<file path="src/rtl/multicycle_controller_ws_if.sv">
// multicycle_controller_ws_if: instruction fields, memory handshake and datapath controls of the multicycle controller
interface multicycle_controller_ws_if #(parameter int CNT_W = 32);
  logic [6:0] op;
  logic [2:0] funct3;
  logic funct7b5, Zero, MemReady;
  logic [2:0] ImmSrc, ALUControl;
  logic [1:0] ALUSrcA, ALUSrcB, ResultSrc, TrapCause;
  logic AdrSrc, IRWrite, PCWrite, RegWrite, MemWrite, MemReq, Trap;
  logic [CNT_W-1:0] InstrCount;
  modport master(
    input op, funct3, funct7b5, Zero, MemReady,
    output ImmSrc, ALUSrcA, ALUSrcB, ResultSrc, AdrSrc, ALUControl, IRWrite, PCWrite, RegWrite, MemWrite,
    output MemReq, Trap, TrapCause, InstrCount
  );
  modport slave(
    output op, funct3, funct7b5, Zero, MemReady,
    input ImmSrc, ALUSrcA, ALUSrcB, ResultSrc, AdrSrc, ALUControl, IRWrite, PCWrite, RegWrite, MemWrite,
    input MemReq, Trap, TrapCause, InstrCount
  );
endinterface

</file>
<file path="src/rtl/multicycle_controller_ws.sv">
// multicycle_controller_ws: RISC-V multicycle control FSM with memory wait states, timeout trap and retire counter
module multicycle_controller_ws #(
  parameter bit EXT_EN = 1'b1,
  parameter int TIMEOUT = 255,
  parameter int CNT_W = 32
) (
  input logic clk,
  input logic reset,
  multicycle_controller_ws_if.master bus
);
  localparam int WW = TIMEOUT < 2 ? 1 : $clog2(TIMEOUT + 1);
  typedef enum logic [3:0] {
    FETCH, DECODE, MEM_ADR, MEM_READ, MEM_WB, MEM_WRITE, EXEC_R, EXEC_I, ALU_WB, JAL, BEQ, LUI, JALR_A, TRAP
  } state_t;
  state_t state_q, state_d, disp;
  logic [WW-1:0] wait_q, wait_d;
  logic [1:0] cause_q, cause_d;
  logic [CNT_W-1:0] cnt_q, cnt_d;
  logic mem_st, timeout;
  logic [2:0] alu_dec;
  always_comb begin
    mem_st = state_q inside {FETCH, MEM_READ, MEM_WRITE};
    timeout = mem_st && !bus.MemReady && TIMEOUT != 0 && wait_q == WW'(TIMEOUT - 1);
    case (bus.op)
      7'b0000011, 7'b0100011: disp = MEM_ADR;
      7'b0110011: disp = EXEC_R;
      7'b0010011: disp = EXEC_I;
      7'b1101111: disp = JAL;
      7'b1100011: disp = (bus.funct3 == 3'b000 || (EXT_EN && bus.funct3 == 3'b001)) ? BEQ : TRAP;
      7'b0110111: disp = EXT_EN ? LUI : TRAP;
      7'b1100111: disp = (EXT_EN && bus.funct3 == 3'b000) ? JALR_A : TRAP;
      default: disp = TRAP;
    endcase
    case (state_q)
      FETCH: state_d = bus.MemReady ? DECODE : FETCH;
      DECODE: state_d = disp;
      MEM_ADR: state_d = bus.op[5] ? MEM_WRITE : MEM_READ;
      MEM_READ: state_d = bus.MemReady ? MEM_WB : MEM_READ;
      MEM_WRITE: state_d = bus.MemReady ? FETCH : MEM_WRITE;
      EXEC_R, EXEC_I, JAL: state_d = ALU_WB;
      JALR_A: state_d = JAL;
      TRAP: state_d = TRAP;
      default: state_d = FETCH;
    endcase
    if (timeout) state_d = TRAP;
    cause_d = (state_q != TRAP && state_d == TRAP) ? (timeout ? 2'b10 : 2'b01) : cause_q;
    wait_d = (mem_st && !bus.MemReady && !timeout) ? wait_q + 1'b1 : '0;
    cnt_d = cnt_q + CNT_W'(state_d == FETCH && state_q != FETCH);
  end
  always_comb begin
    case (bus.funct3)
      3'b000: alu_dec = {2'b00, bus.funct7b5 & bus.op[5]};
      3'b010: alu_dec = 3'b101;
      3'b110: alu_dec = 3'b011;
      3'b111: alu_dec = 3'b010;
      default: alu_dec = 3'b000;
    endcase
    case (bus.op)
      7'b0100011: bus.ImmSrc = 3'b001;
      7'b1100011: bus.ImmSrc = 3'b010;
      7'b1101111: bus.ImmSrc = 3'b011;
      7'b0110111: bus.ImmSrc = 3'b100;
      default: bus.ImmSrc = 3'b000;
    endcase
    bus.ALUSrcA = state_q inside {DECODE, JAL} ? 2'b01 :
                  state_q inside {MEM_ADR, EXEC_R, EXEC_I, BEQ, JALR_A} ? 2'b10 : 2'b00;
    bus.ALUSrcB = state_q inside {FETCH, JAL} ? 2'b10 :
                  state_q inside {DECODE, MEM_ADR, EXEC_I, JALR_A} ? 2'b01 : 2'b00;
    bus.ResultSrc = state_q == FETCH ? 2'b10 : state_q == MEM_WB ? 2'b01 : state_q == LUI ? 2'b11 : 2'b00;
    bus.AdrSrc = state_q inside {MEM_READ, MEM_WRITE};
    bus.ALUControl = state_q inside {EXEC_R, EXEC_I} ? alu_dec : state_q == BEQ ? 3'b001 : 3'b000;
    bus.IRWrite = state_q == FETCH && bus.MemReady;
    // bne reuses BEQ: funct3[0] inverts the taken condition
    bus.PCWrite = (state_q == FETCH && bus.MemReady) || state_q == JAL ||
                  (state_q == BEQ && (bus.Zero ^ bus.funct3[0]));
    bus.RegWrite = state_q inside {MEM_WB, ALU_WB, LUI};
    bus.MemWrite = state_q == MEM_WRITE;
    bus.MemReq = mem_st;
    bus.Trap = state_q == TRAP;
    bus.TrapCause = cause_q;
    bus.InstrCount = cnt_q;
  end
  always_ff @(posedge clk) begin
    if (!reset) begin
      state_q <= FETCH;
      wait_q <= '0;
      cause_q <= 2'b00;
      cnt_q <= '0;
    end else begin
      state_q <= state_d;
      wait_q <= wait_d;
      cause_q <= cause_d;
      cnt_q <= cnt_d;
    end
  end
endmodule
</file>
<file path="src/flat_wrapper.sv">
// flat-port wrapper written by rule: the top's interface ports become plain ports
module multicycle_controller_ws_flat 
#(
  parameter bit EXT_EN = 1'b1,
  parameter int TIMEOUT = 255,
  parameter int CNT_W = 32
)
  (clk, reset, bus_op, bus_funct3, bus_funct7b5, bus_Zero, bus_MemReady, bus_ImmSrc, bus_ALUSrcA, bus_ALUSrcB, bus_ResultSrc, bus_AdrSrc, bus_ALUControl, bus_IRWrite, bus_PCWrite, bus_RegWrite, bus_MemWrite, bus_MemReq, bus_Trap, bus_TrapCause, bus_InstrCount);
  multicycle_controller_ws_if #(.CNT_W(CNT_W)) bus_i ();
  input logic clk;
  input logic reset;
  input wire logic [$bits(bus_i.op)-1:0] bus_op;
  input wire logic [$bits(bus_i.funct3)-1:0] bus_funct3;
  input wire logic [$bits(bus_i.funct7b5)-1:0] bus_funct7b5;
  input wire logic [$bits(bus_i.Zero)-1:0] bus_Zero;
  input wire logic [$bits(bus_i.MemReady)-1:0] bus_MemReady;
  output wire logic [$bits(bus_i.ImmSrc)-1:0] bus_ImmSrc;
  output wire logic [$bits(bus_i.ALUSrcA)-1:0] bus_ALUSrcA;
  output wire logic [$bits(bus_i.ALUSrcB)-1:0] bus_ALUSrcB;
  output wire logic [$bits(bus_i.ResultSrc)-1:0] bus_ResultSrc;
  output wire logic [$bits(bus_i.AdrSrc)-1:0] bus_AdrSrc;
  output wire logic [$bits(bus_i.ALUControl)-1:0] bus_ALUControl;
  output wire logic [$bits(bus_i.IRWrite)-1:0] bus_IRWrite;
  output wire logic [$bits(bus_i.PCWrite)-1:0] bus_PCWrite;
  output wire logic [$bits(bus_i.RegWrite)-1:0] bus_RegWrite;
  output wire logic [$bits(bus_i.MemWrite)-1:0] bus_MemWrite;
  output wire logic [$bits(bus_i.MemReq)-1:0] bus_MemReq;
  output wire logic [$bits(bus_i.Trap)-1:0] bus_Trap;
  output wire logic [$bits(bus_i.TrapCause)-1:0] bus_TrapCause;
  output wire logic [$bits(bus_i.InstrCount)-1:0] bus_InstrCount;
  assign bus_i.op = bus_op;
  assign bus_i.funct3 = bus_funct3;
  assign bus_i.funct7b5 = bus_funct7b5;
  assign bus_i.Zero = bus_Zero;
  assign bus_i.MemReady = bus_MemReady;
  assign bus_ImmSrc = bus_i.ImmSrc;
  assign bus_ALUSrcA = bus_i.ALUSrcA;
  assign bus_ALUSrcB = bus_i.ALUSrcB;
  assign bus_ResultSrc = bus_i.ResultSrc;
  assign bus_AdrSrc = bus_i.AdrSrc;
  assign bus_ALUControl = bus_i.ALUControl;
  assign bus_IRWrite = bus_i.IRWrite;
  assign bus_PCWrite = bus_i.PCWrite;
  assign bus_RegWrite = bus_i.RegWrite;
  assign bus_MemWrite = bus_i.MemWrite;
  assign bus_MemReq = bus_i.MemReq;
  assign bus_Trap = bus_i.Trap;
  assign bus_TrapCause = bus_i.TrapCause;
  assign bus_InstrCount = bus_i.InstrCount;
  multicycle_controller_ws #(.EXT_EN(EXT_EN), .TIMEOUT(TIMEOUT), .CNT_W(CNT_W)) u_core (.clk(clk), .reset(reset), .bus(bus_i));
endmodule
</file>
<file path="config.mk">
export PLATFORM = sky130hd
export DESIGN_NAME = multicycle_controller_ws_flat
export DESIGN_NICKNAME = d
export VERILOG_FILES = /design/src/rtl/multicycle_controller_ws_if.sv /design/src/rtl/multicycle_controller_ws.sv /design/src/flat_wrapper.sv
export SDC_FILE = /design/constraint.sdc
export NUM_CORES = 1
export LEC_CHECK = 0
export CORE_MARGIN = 10
export CORE_UTILIZATION = 44
export CTS_CLUSTER_DIAMETER = 80
export DETAILED_ROUTE_END_ITERATION = 8
export PLACE_DENSITY_LB_ADDON = 0.12
export SLEW_MARGIN = 20
export SYNTH_ARGS = -nofsm -noshare
export SYNTH_HDL_FRONTEND = slang
export SYNTH_SLANG_ARGS = --single-unit
</file>
<file path="constraint.sdc">
create_clock -name clk -period 3.7 [get_ports clk]
set_input_delay 1.11 -clock clk [delete_from_list [all_inputs] [get_ports clk]]
set_output_delay 1.11 -clock clk [all_outputs]
set_load 0.02 [all_outputs]
</file>
# [Yosys cells after proc, flatten, opt, wreduce, memory -nomap -nowiden]
# Index checks and enable logic that the tools add are counted.
[word_totals] in_bits=15 out_inout_bits=53 wordCells=84 regBits=46
[op_classes] n_addsub=2 reduce_logical=27 mux=21 bitwise_logic=2 n_eq_ne=28
[op_table] cell="32-bit by 1-bit adder with 32-bit output" n=1
[op_table] cell="4-bit one-hot mux with 8 select lines" n=1
[op_table] cell="4-bit equality test, second input constant" n=7
[op_table] cell="4-bit one-hot mux with 7 select lines" n=1
[op_table] cell="3-bit one-hot mux with 4 select lines" n=2
[op_table] cell="7-bit by 6-bit equality test with 1-bit output, second input constant" n=3
[op_table] cell="7-bit equality test, second input constant" n=3
[op_table] cell="4-bit by 3-bit equality test with 1-bit output, second input constant" n=4
[op_table] cell="3-bit 2-to-1 mux" n=5
[op_table] cell="2-bit 2-to-1 mux" n=7
[op_table] cell="8-bit by 1-bit adder with 8-bit output, second input constant" n=1
[op_table] cell="4-bit by 2-bit equality test with 1-bit output, second input constant" n=2
[op_table] cell="8-bit equality test, second input constant" n=1
[op_table] cell="4-bit zero test" n=2
[op_table] cell="2-bit nonzero test" n=4
[op_table] cell="4-bit nonzero test" n=2
[op_table] cell="7-bit by 2-bit equality test with 1-bit output, second input constant" n=1
[op_table] cell="7-bit by 5-bit equality test with 1-bit output, second input constant" n=1
[op_table] cell="1-bit logical AND" n=7
[op_table] cell="3-bit equality test, second input constant" n=2
[op_table] cell="3-bit nonzero test" n=2
[op_table] cell="5-bit nonzero test" n=1
[op_table] cell="4-bit by 1-bit equality test with 1-bit output, second input constant" n=1
[op_table] cell="1-bit 2-to-1 mux" n=4
[op_table] cell="12 further kinds" n=15

# [Depth between registers and ports, before layout]
# Gate-level depths: netlist (run 1).
[logic_depth] depth_word=9 mapped_depth=15 mapped_depth_nobuf=15

# [Worst setup path before layout (run 1)]
# No wires, ideal clock.
[synth_timing] path_type="input to register" start="in bus_op[6]" end="reg u_core.cnt_q[22], in the netlist u_core.bus.InstrCount[22]" setup_time_ns=0.072 required_ns=3.628 cell_stages=13 path_buffers=1 arrival_time_ns=3.900 setup_slack_ns=-0.272 cell_sequence="buf_2 nand2b_1 o22ai_1 a211o_1 o31ai_1 nand3_1 nor4_2 ha_1 ha_1 nand3_1 or3_1 or3_1 a21oi_1"
[synth_between] elab_chain_len=8 word_cells_on_any_way=15 cone_classes="add/sub (1); eq/ne (8); mux (3); reduce/logical (3)"
[synth_lines] element="start: declaration" line_no="flat_wrapper.sv:12" source="input wire logic [$bits(bus_i.op)-1:0] bus_op;"
[synth_lines] element="7-bit by 2-bit equality test with 1-bit output or 7-bit by 6-bit equality test with 1-bit output (tied branches)" line_no="multicycle_controller_ws.sv:24" source="case (bus.op)"
[synth_lines] element="2-bit OR reduction" line_no="multicycle_controller_ws.sv:24"
[synth_lines] element="4-bit one-hot mux with 7 select lines *" line_no="multicycle_controller_ws.sv:24"
[synth_lines] element="4-bit one-hot mux with 8 select lines *" line_no="multicycle_controller_ws.sv:34" source="case (state_q)"
[synth_lines] element="4-bit 2-to-1 mux *" line_no="multicycle_controller_ws.sv:45" source="if (timeout) state_d = TRAP;"
[synth_lines] element="4-bit zero test *" line_no="multicycle_controller_ws.sv:48" source="cnt_d = cnt_q + CNT_W'(state_d == FETCH && state_q != FETCH);"
[synth_lines] element="1-bit logical AND *" line_no="multicycle_controller_ws.sv:48"
[synth_lines] element="32-bit by 1-bit adder with 32-bit output *" line_no="multicycle_controller_ws.sv:48"
[synth_lines] element="end signal: assignment" line_no="multicycle_controller_ws.sv:93" source="cnt_q <= cnt_d;"
[synth_lines] element="end: declaration" line_no="multicycle_controller_ws.sv:18" source="logic [CNT_W-1:0] cnt_q, cnt_d;"
# Every way passes the cells marked *; elsewhere a longest branch is shown, timed or not.
# A chain may end at the register's enable or synchronous reset.

# [Worst setup path after layout (run 1)]
[layout_timing] start="in bus_MemReady" end="reg u_core.cnt_q[28], in the netlist u_core.bus.InstrCount[28]"
[layout_between] elab_chain_len=7 word_cells_on_any_way=11 cone_classes="add/sub (1); mux (5); reduce/logical (5)"
[layout_lines] element="start: declaration" line_no="flat_wrapper.sv:16" source="input wire logic [$bits(bus_i.MemReady)-1:0] bus_MemReady;"
[layout_lines] element="parallel branches: the longest is 3 deep, another holds 4-bit one-hot mux with 8 select lines"
[layout_lines] element="4-bit 2-to-1 mux *" line_no="multicycle_controller_ws.sv:45"
[layout_lines] element="4-bit zero test *" line_no="multicycle_controller_ws.sv:48"
[layout_lines] element="1-bit logical AND *" line_no="multicycle_controller_ws.sv:48"
[layout_lines] element="32-bit by 1-bit adder with 32-bit output *" line_no="multicycle_controller_ws.sv:48"
# Mark *: on every way between the ends.

==> impl_summary.txt, run 1 <==
----------------------------------------------------
[Status]
  Result of the run ... finished clean

[Setup path]
  Biggest fanout along the worst timing path ... 5
  R2R Path Start ... u_core.state_q[2]
  Data arrival time of the critical path ... 3900 ps
  Crit-path cells ... clkbuf_2 -> buf_6 -> a2111oi_4 -> nand2_2 -> and2_4 -> a21o_1 -> nor4_4 -> ha_2 -> ha_4 -> nand3_4 -> or3_4 -> or3_4 -> a21oi_2
  Kind of critical path ... input port to flop
  Crit start category ... input port
  Reg2reg path depth ... 12
  Capture instance of the worst register-to-register path ... u_core.bus.InstrCount[28]
  Critical path's largest stage delay ... 420 ps
  Crit path required time ... 3940 ps
  Largest delay contributor family on the critical path ... simple AND/OR/NAND/NOR gates
  Dominant cell type by count on the critical path ... or3_4
  Category of the worst setup path capture point ... flop
  CP bufs+invs ... 2
  Worst R2R Setup Slack ... 210 ps
  Master of the slowest instance on the critical path ... a2111oi_4

[CTS]
  Number of levels the H-tree was split into ... 2
  Hold-fix buffer count after cts ... 0
  Number of sinks on the clock net ... 46
  TritonCTS clock tree ... done
  Skew-Pair Late Insertion Delay ... 300 ps
  Maximum clock insertion buffer count ... 2
  Reg clk slew, reported paths ... 80 ps
  Root Driver ... clkbuf_8
  Number of buffers added by the clock tree synthesis step ... 5

[Power and ir drop]
  Max VDD drop ... 0.1906 mV
  Static leakage power ... 1.605 nW
  Power density over cell area ... 325.5 nW/um^2
  Total design power ... 1.280 mW

[Global route]
  Total gr overflow ... 0
  Overall Global Routing Usage ... 14.04%
  Wire length of the first global-routing pass ... 11.54 mm
  Pin count of the biggest net entering global routing ... 26
  Antenna violations before repair ... 0
  Vias in the first global route ... 2,495

[Cells and area]
  Final net count ... 453
  FF+latch area ... 920.9 sq um
  Filler-free cell count of the finished design ... 509
  Area used by multi-input combinational logic ... 1732 sq um
  Non-Filler Cell Area, Final ... 3931 sq um
  Final antenna diode count ... 0
  Area added between synthesis and finish ... 50.26%
  Layout cell share with drive strength beyond 1 ... 23.27%
  Filler cell count in the final layout ... 483

[Synth]
  Mapped Cells ... 322
  Leading cell types by count after synthesis ... nor2_1 (53), dfxtp_1 (46), nand3_1 (22), xor2_1 (22), nand2_1 (17)
  Primary flip-flop cell chosen by synthesis mapping ... dfxtp_1
  Post-synth EDFFs ... 0
  Avg Cell Area, Syn ... 8.125 sq um
  Fraction of post-synthesis cell area in the top cell type by area ... 35.20%
  Largest area contributor in the synthesized netlist ... dfxtp_1
  Cell types with the largest area share after synthesis ... dfxtp_1 (35%), nor2_1 (7.6%), xor2_1 (7.4%)
  Post-synthesis instance area ... 2616 sq um
  Net Count, Synth ... 341
  Synth Register Bits ... 46
  Share of flip-flops with an asynchronous set or reset after synthesis ... 0%
  Number of warnings printed during yosys synthesis ... 0
  Sequential share of the synthesized area ... 35.20%
  Post-synthesis cell type count ... 54
  Most common cell in the synthesized netlist ... nor2_1

[Drt]
  Via Count ... 2,622
  Iter 0 DRT Violations ... 74
  Count of unresolved DRC violations after routing ... 0
  Detailed-route vias per instance ... 5.151
  Average wire length per cell after detail routing ... 14.20 um
  Count of nets left with antenna violations after detail routing ... 0
  Drt total wl ... 7.227 mm
  DRT Pass-1 Iters ... 4

[Floorplanning]
  Starting Density ... 44.72%
  Die extent in x ... 97.11 um
  Floorplan core area ... 5851 sq um
  Vertical die dimension ... 97.11 um
  Overall die area ... 9430 sq um
  IO Pins ... 68
  Placement row count ... 28

[Timing]
  Transition at the pin with the smallest max-transition slack ... 584.5 ps
  Headroom to the max-slew limit ... 60.73%
  Final setup vio count ... 0
  Post-Route Skew ... 7.647 ps
  Time the worst path needs with I/O delays and setup ... 3661 ps
  Number of hold-slack violations in the final timing report ... 0
  Final-report max-slew violation count ... 0
  Max Clock Freq ... 273.2 MHz
  Final cycle utilization of the critical path ... 98.93%

[Min path]
  Startpoint of the worst hold path ... u_core.wait_q[0]
  Hold crit path type ... flop to flop
  Destination of the worst hold path ... u_core.wait_q[0]
  Hold depth ... 1

[Placed design]
  Cell area reported after detailed placement ... 3590 sq um
  Number of I/O port buffers ... 67
  Post-placement cell count ... 482
  Last weighted congestion value of the routability-driven placer ... 0.9099
  Placed wire-length estimate after detailed placement ... 5.186 mm

[Run]
  Number of max-cap violations ... 0

----------------------------------------------------
-- where the power goes --
| group | leakage [nW] | total (mW) | switching, mW | internal (mW) |
|---|---|---|---|---|
| registers | 0.371 | 0.518 | 0.0123 | 0.506 |
| clock network | 0.0573 | 0.373 | 0.157 | 0.216 |
| logic | 1.18 | 0.389 | 0.195 | 0.193 |
-- cells by family after synthesis --
family	share of synthesized area, %
and+or+nand+nor	33.67
DFF	35.20
AOI/OAI and AO/OA	11.91
xor gates and xnor gates	12.72
buffers and inverters	3.826
adders and majority gates	1.913
muxes	0.7652
-- through the flow --
stage               util (%)  hold WS, ps  TNS, ps  worst slack, ps
detailed placement     61.36        469.7   -13090           -636.8
global placement       61.36        443.8   -11420           -545.1
finish                 67.19        479.9        0            39.47
CTS                    65.65        487.9        0            15.49
floorplan                  -        430.0        0            1.098
global route           67.19        517.4   -92.57           -79.38
-- sequential cells by signal, summed over array words and instances, names as in the netlist --
name and flops:
u_core.state_q 4, u_core.wait_q 8, u_core.bus.InstrCount 32, u_core.bus.TrapCause 2
-- placed cells by master, fill, tap and decap left out, types with 3 or more instances in the layout --
master	Yosys	routed
and3_1	10	10
o21ai_0	10	7
o21a_1	3	3
nand4_1	6	6
xnor2_1	16	16
dlygate4sd2_1	0	6
nand2_1	17	16
a21oi_1	6	3
buf_6	0	4
buf_4	0	49
a21o_1	3	3
and2_1	12	11
nor2_1	53	53
nand3_1	22	19
clkdlybuf4s50_1	0	52
nor3_1	9	8
xor2_1	22	22
clkbuf_8	0	6
or3_4	1	4
o21ai_1	0	3
nor2b_1	5	5
nand2b_1	6	4
dfxtp_1	46	46
a31oi_1	6	6
inv_1	8	8
clkbuf_2	0	7
-- repair_timing --
item | in CTS | in global routing
endpoints found under the hold margin | 0 | 0
resized for setup | 23 | 37
endpoints found under the setup margin | 29 | 26
gates cloned | 0 | 0
setup buffers | 16 | 4
pin swaps | 10 | 18
-- metal layers --
layer	up-vias	routed length (um)	GRT usage, %
met1	1219	3149	15.60
li1	1339	-	-
met4	0	107	5.221
met5	-	0	0
met3	7	448	4.765
met2	57	3521	24.13
-- worst max-delay path by stage --
stage / from / endpoint / slack (ps) / cells after the start
2_1_floorplan: bus_op[5] / u_core.bus.InstrCount[22] / 1 / 13
3_3_place_gp: bus_op[3] / u_core.bus.InstrCount[22] / -550 / 13
3_5_place_dp: bus_op[2] / u_core.bus.InstrCount[28] / -640 / 13
4_1_cts: bus_op[4] / bus_ImmSrc[1] / 20 / 6
5_1_grt: bus_MemReady / u_core.bus.InstrCount[28] / -80 / 13
6_report: bus_MemReady / u_core.bus.InstrCount[28] / 40 / 13
-- area by class of cell --
cell class,count,area share (%)
Clock inverter,1,0.7638
Clock buffer,6,2.101
Sequential cell,46,23.42
Inverter,9,0.8593
Multi-Input combinational cell,252,44.05
Timing Repair Buffer,120,26.42
Tap cell,75,2.387
No activity file was read; power rests on OpenSTA's default activity.
==> run 2, diff against run 1 <==
- CAP_MARGIN: unset -> 10
- CORE_UTILIZATION: 44 -> 53
- clock period: 3.7 -> 4.65 ns (I/O delays scaled with it)
==> impl_summary.txt, run 2 (synthesis gave the netlist of run 1 again) <==
----------------------------------------------------
[Power and ir drop]
  Static leakage power ... 1.382 nW (was 1.605 nW)
  Max VDD drop ... 0.1449 mV (was 0.1906 mV)
  Total design power ... 0.8931 mW (was 1.280 mW)
  Power density over cell area ... 249.3 nW/um^2 (was 325.5 nW/um^2)

[Timing]
  Tightest hold margin ... 468.6 ps (was 479.9 ps)
  Transition at the pin with the smallest max-transition slack ... 732.7 ps (was 584.5 ps)
  TNS Setup ... 0 ps (unchanged)
  Final-report max-slew violation count ... 0 (unchanged)
  Fin worst setup slack ... 93.31 ps (was 39.47 ps)
  Final setup vio count ... 0 (unchanged)
  Time the worst path needs with I/O delays and setup ... 4557 ps
  Headroom to the max-slew limit ... 51.08% (was 60.73%)
  Post-Route Skew ... 8.369 ps (was 7.647 ps)
  Final cycle utilization of the critical path ... 97.99%
  Max Clock Freq ... 219.5 MHz
  Number of hold-slack violations in the final timing report ... 0 (unchanged)

[Cells and area]
  Filler cell count in the final layout ... 396 (was 483)
  Commonest non-fill, non-tap cells in the layout ... clkdlybuf4s50_1 (65), nor2_1 (53), dfxtp_1 (46) (was nor2_1 (53), clkdlybuf4s50_1 (52), buf_4 (49), dfxtp_1 (46), xor2_1 (22))
  Final net count ... 422 (was 453)
  Area added between synthesis and finish ... 36.92% (was 50.26%)
  Final antenna diode count ... 0 (unchanged)
  Largest register FFs ... 32 (unchanged)
  Layout cell share with drive strength beyond 1 ... 11.14% (was 23.27%)
  Most common cell after layout, fill and taps aside ... clkdlybuf4s50_1 (was nor2_1)

[Floorplanning]
  Vertical die dimension ... 90.26 um (was 97.11 um)
  Starting Density ... 55.03% (was 44.72%)
  Overall die area ... 8147 sq um (was 9430 sq um)
  Placement row count ... 25 (was 28)
  IO Pins ... 68 (unchanged)
  Die extent in x ... 90.26 um (was 97.11 um)
  Floorplan core area ... 4755 sq um (was 5851 sq um)

[Drt]
  Via Count ... 2,530 (was 2,622)
  Count of nets left with antenna violations after detail routing ... 0 (unchanged)
  Detailed-route vias per instance ... 5.372 (was 5.151)
  Count of unresolved DRC violations after routing ... 0 (unchanged)
  Iter 0 DRT Violations ... 156 (was 74)
  Average wire length per cell after detail routing ... 14.35 um (was 14.20 um)
  DRT Pass-1 Iters ... 4 (unchanged)
  Drt total wl ... 6.758 mm (was 7.227 mm)

[Status]
  Result of the run ... finished clean (unchanged)

[Placed design]
  Last weighted congestion value of the routability-driven placer ... 0.8964 (was 0.9099)
  Setup slack at placement ... -181.4 ps (was -636.8 ps)
  Number of I/O port buffers ... 67 (unchanged)
  Placed wire-length estimate after detailed placement ... 5.279 mm (was 5.186 mm)

[CTS]
  Maximum clock insertion buffer count ... 2 (unchanged)
  Skew-Pair Late Insertion Delay ... 300 ps (about the same)
  Post-CTS Setup Inserts ... 0 (was 16)
  Post-CTS sizing ... 0 (was 23)
  Hold-fix buffer count after cts ... 0 (unchanged)
  Number of levels the H-tree was split into ... 2 (unchanged)
  TritonCTS clock tree ... done (unchanged)
  Number of buffers added by the clock tree synthesis step ... 5 (unchanged)
  Number of sinks on the clock net ... 46 (unchanged)
  Root Driver ... clkbuf_8 (unchanged)
  Reg clk slew, reported paths ... 80 ps (about the same)

[Global route]
  Overall Global Routing Usage ... 15.58% (was 14.04%)
  Antenna violations before repair ... 0 (unchanged)
  Pin count of the biggest net entering global routing ... 22 (was 26)
  Wire length of the first global-routing pass ... 11.07 mm (was 11.54 mm)
  Total gr overflow ... 0 (unchanged)
  Vias in the first global route ... 2,481 (was 2,495)

[Min path]
  Hold crit path type ... flop to flop (unchanged)
  Hold depth ... 1 (unchanged)
  Destination of the worst hold path ... u_core.wait_q[0] (unchanged)
  Startpoint of the worst hold path ... u_core.wait_q[0] (unchanged)

[Setup path]
  Data arrival time of the critical path ... 3160 ps (was 3900 ps)
  Worst R2R Setup Slack ... 950 ps (was 210 ps)
  Kind of critical path ... input port to primary output (was input port to flop)
  Critical path's largest stage delay ... 650 ps (was 420 ps)
  Capture instance of the worst register-to-register path ... u_core.bus.InstrCount[22] (was u_core.bus.InstrCount[28])
  Category of the worst setup path capture point ... primary output (was flop)
  Reg2reg path depth ... 12 (unchanged)
  Dominant cell type by count on the critical path ... clkdlybuf4s50_1 (was or3_4)
  Crit-path cells ... clkdlybuf4s50_1 -> or3_4 -> a211oi_1 -> clkdlybuf4s50_1 (was clkbuf_2 -> buf_6 -> a2111oi_4 -> nand2_2 -> and2_4 -> a21o_1 -> nor4_4 -> ha_2 -> ha_4 -> nand3_4 -> or3_4 -> or3_4 -> a21oi_2)
  R2R Path Start ... u_core.state_q[0] (was u_core.state_q[2])
  Biggest fanout along the worst timing path ... 5 (unchanged)
  Master of the slowest instance on the critical path ... clkdlybuf4s50_1 (was a2111oi_4)
  Crit path required time ... 3250 ps (was 3940 ps)
  Crit start category ... input port (unchanged)

[Run]
  Number of max-cap violations ... 0 (unchanged)

----------------------------------------------------
==> run 2: how the worst max path moves through the flow <==
stage | start | endpoint | slack [ps] | cells after the start
finish | bus_op[2] | bus_ImmSrc[0] | 90 | 4
global route | bus_op[2] | u_core.bus.InstrCount[22] | -30 | 13
CTS | bus_op[3] | bus_ImmSrc[0] | 30 | 4
detailed placement | bus_op[3] | u_core.bus.InstrCount[28] | -180 | 13
global placement | bus_op[3] | u_core.bus.InstrCount[28] | -10 | 13
floorplan | bus_op[6] | u_core.bus.InstrCount[22] | 390 | 13
==> run 2: final cells by class <==
type | count | area [sq um] | area share [%]
sequential | 46 | 920.9 | 25.71
inverter | 9 | 33.78 | 0.9431
timing repair buffer | 89 | 840.8 | 23.47
multi-input combinational | 252 | 1617 | 45.13
tap | 67 | 83.83 | 2.340
clock buffer | 6 | 72.57 | 2.026
clock inverter | 2 | 13.76 | 0.3842
==> run 2: worst max-delay path, delay by kind of cell <==
family	cells	cell delay, ps
buffers and inverters	2	1140
AOI/OAI and AO/OA	1	210
and+or+nand+nor	1	420
==> run 2: through the flow <==
stage / area, sq um / cells / util [%]
global route: 3582 / 471 / 75.34
floorplan: 2616 / 322 / -
finish: 3582 / 471 / 75.34
detailed placement: 3470 / 463 / 72.97
global placement: 3470 / 463 / 72.97
CTS: 3556 / 471 / 74.79
==> run 2: power breakdown <==
group	total [mW]	internal, mW	switching [mW]
registers	0.427	0.402	0.0248
logic	0.223	0.109	0.113
clock network	0.243	0.106	0.137
==> run 2: layer usage <==
layer,vias up,track usage [%],wire length (um)
met2,54,29.24,3553
met4,0,5.172,95
met5,-,0,0
met3,8,4.239,327
li1,1278,-,-
met1,1190,16.24,2782
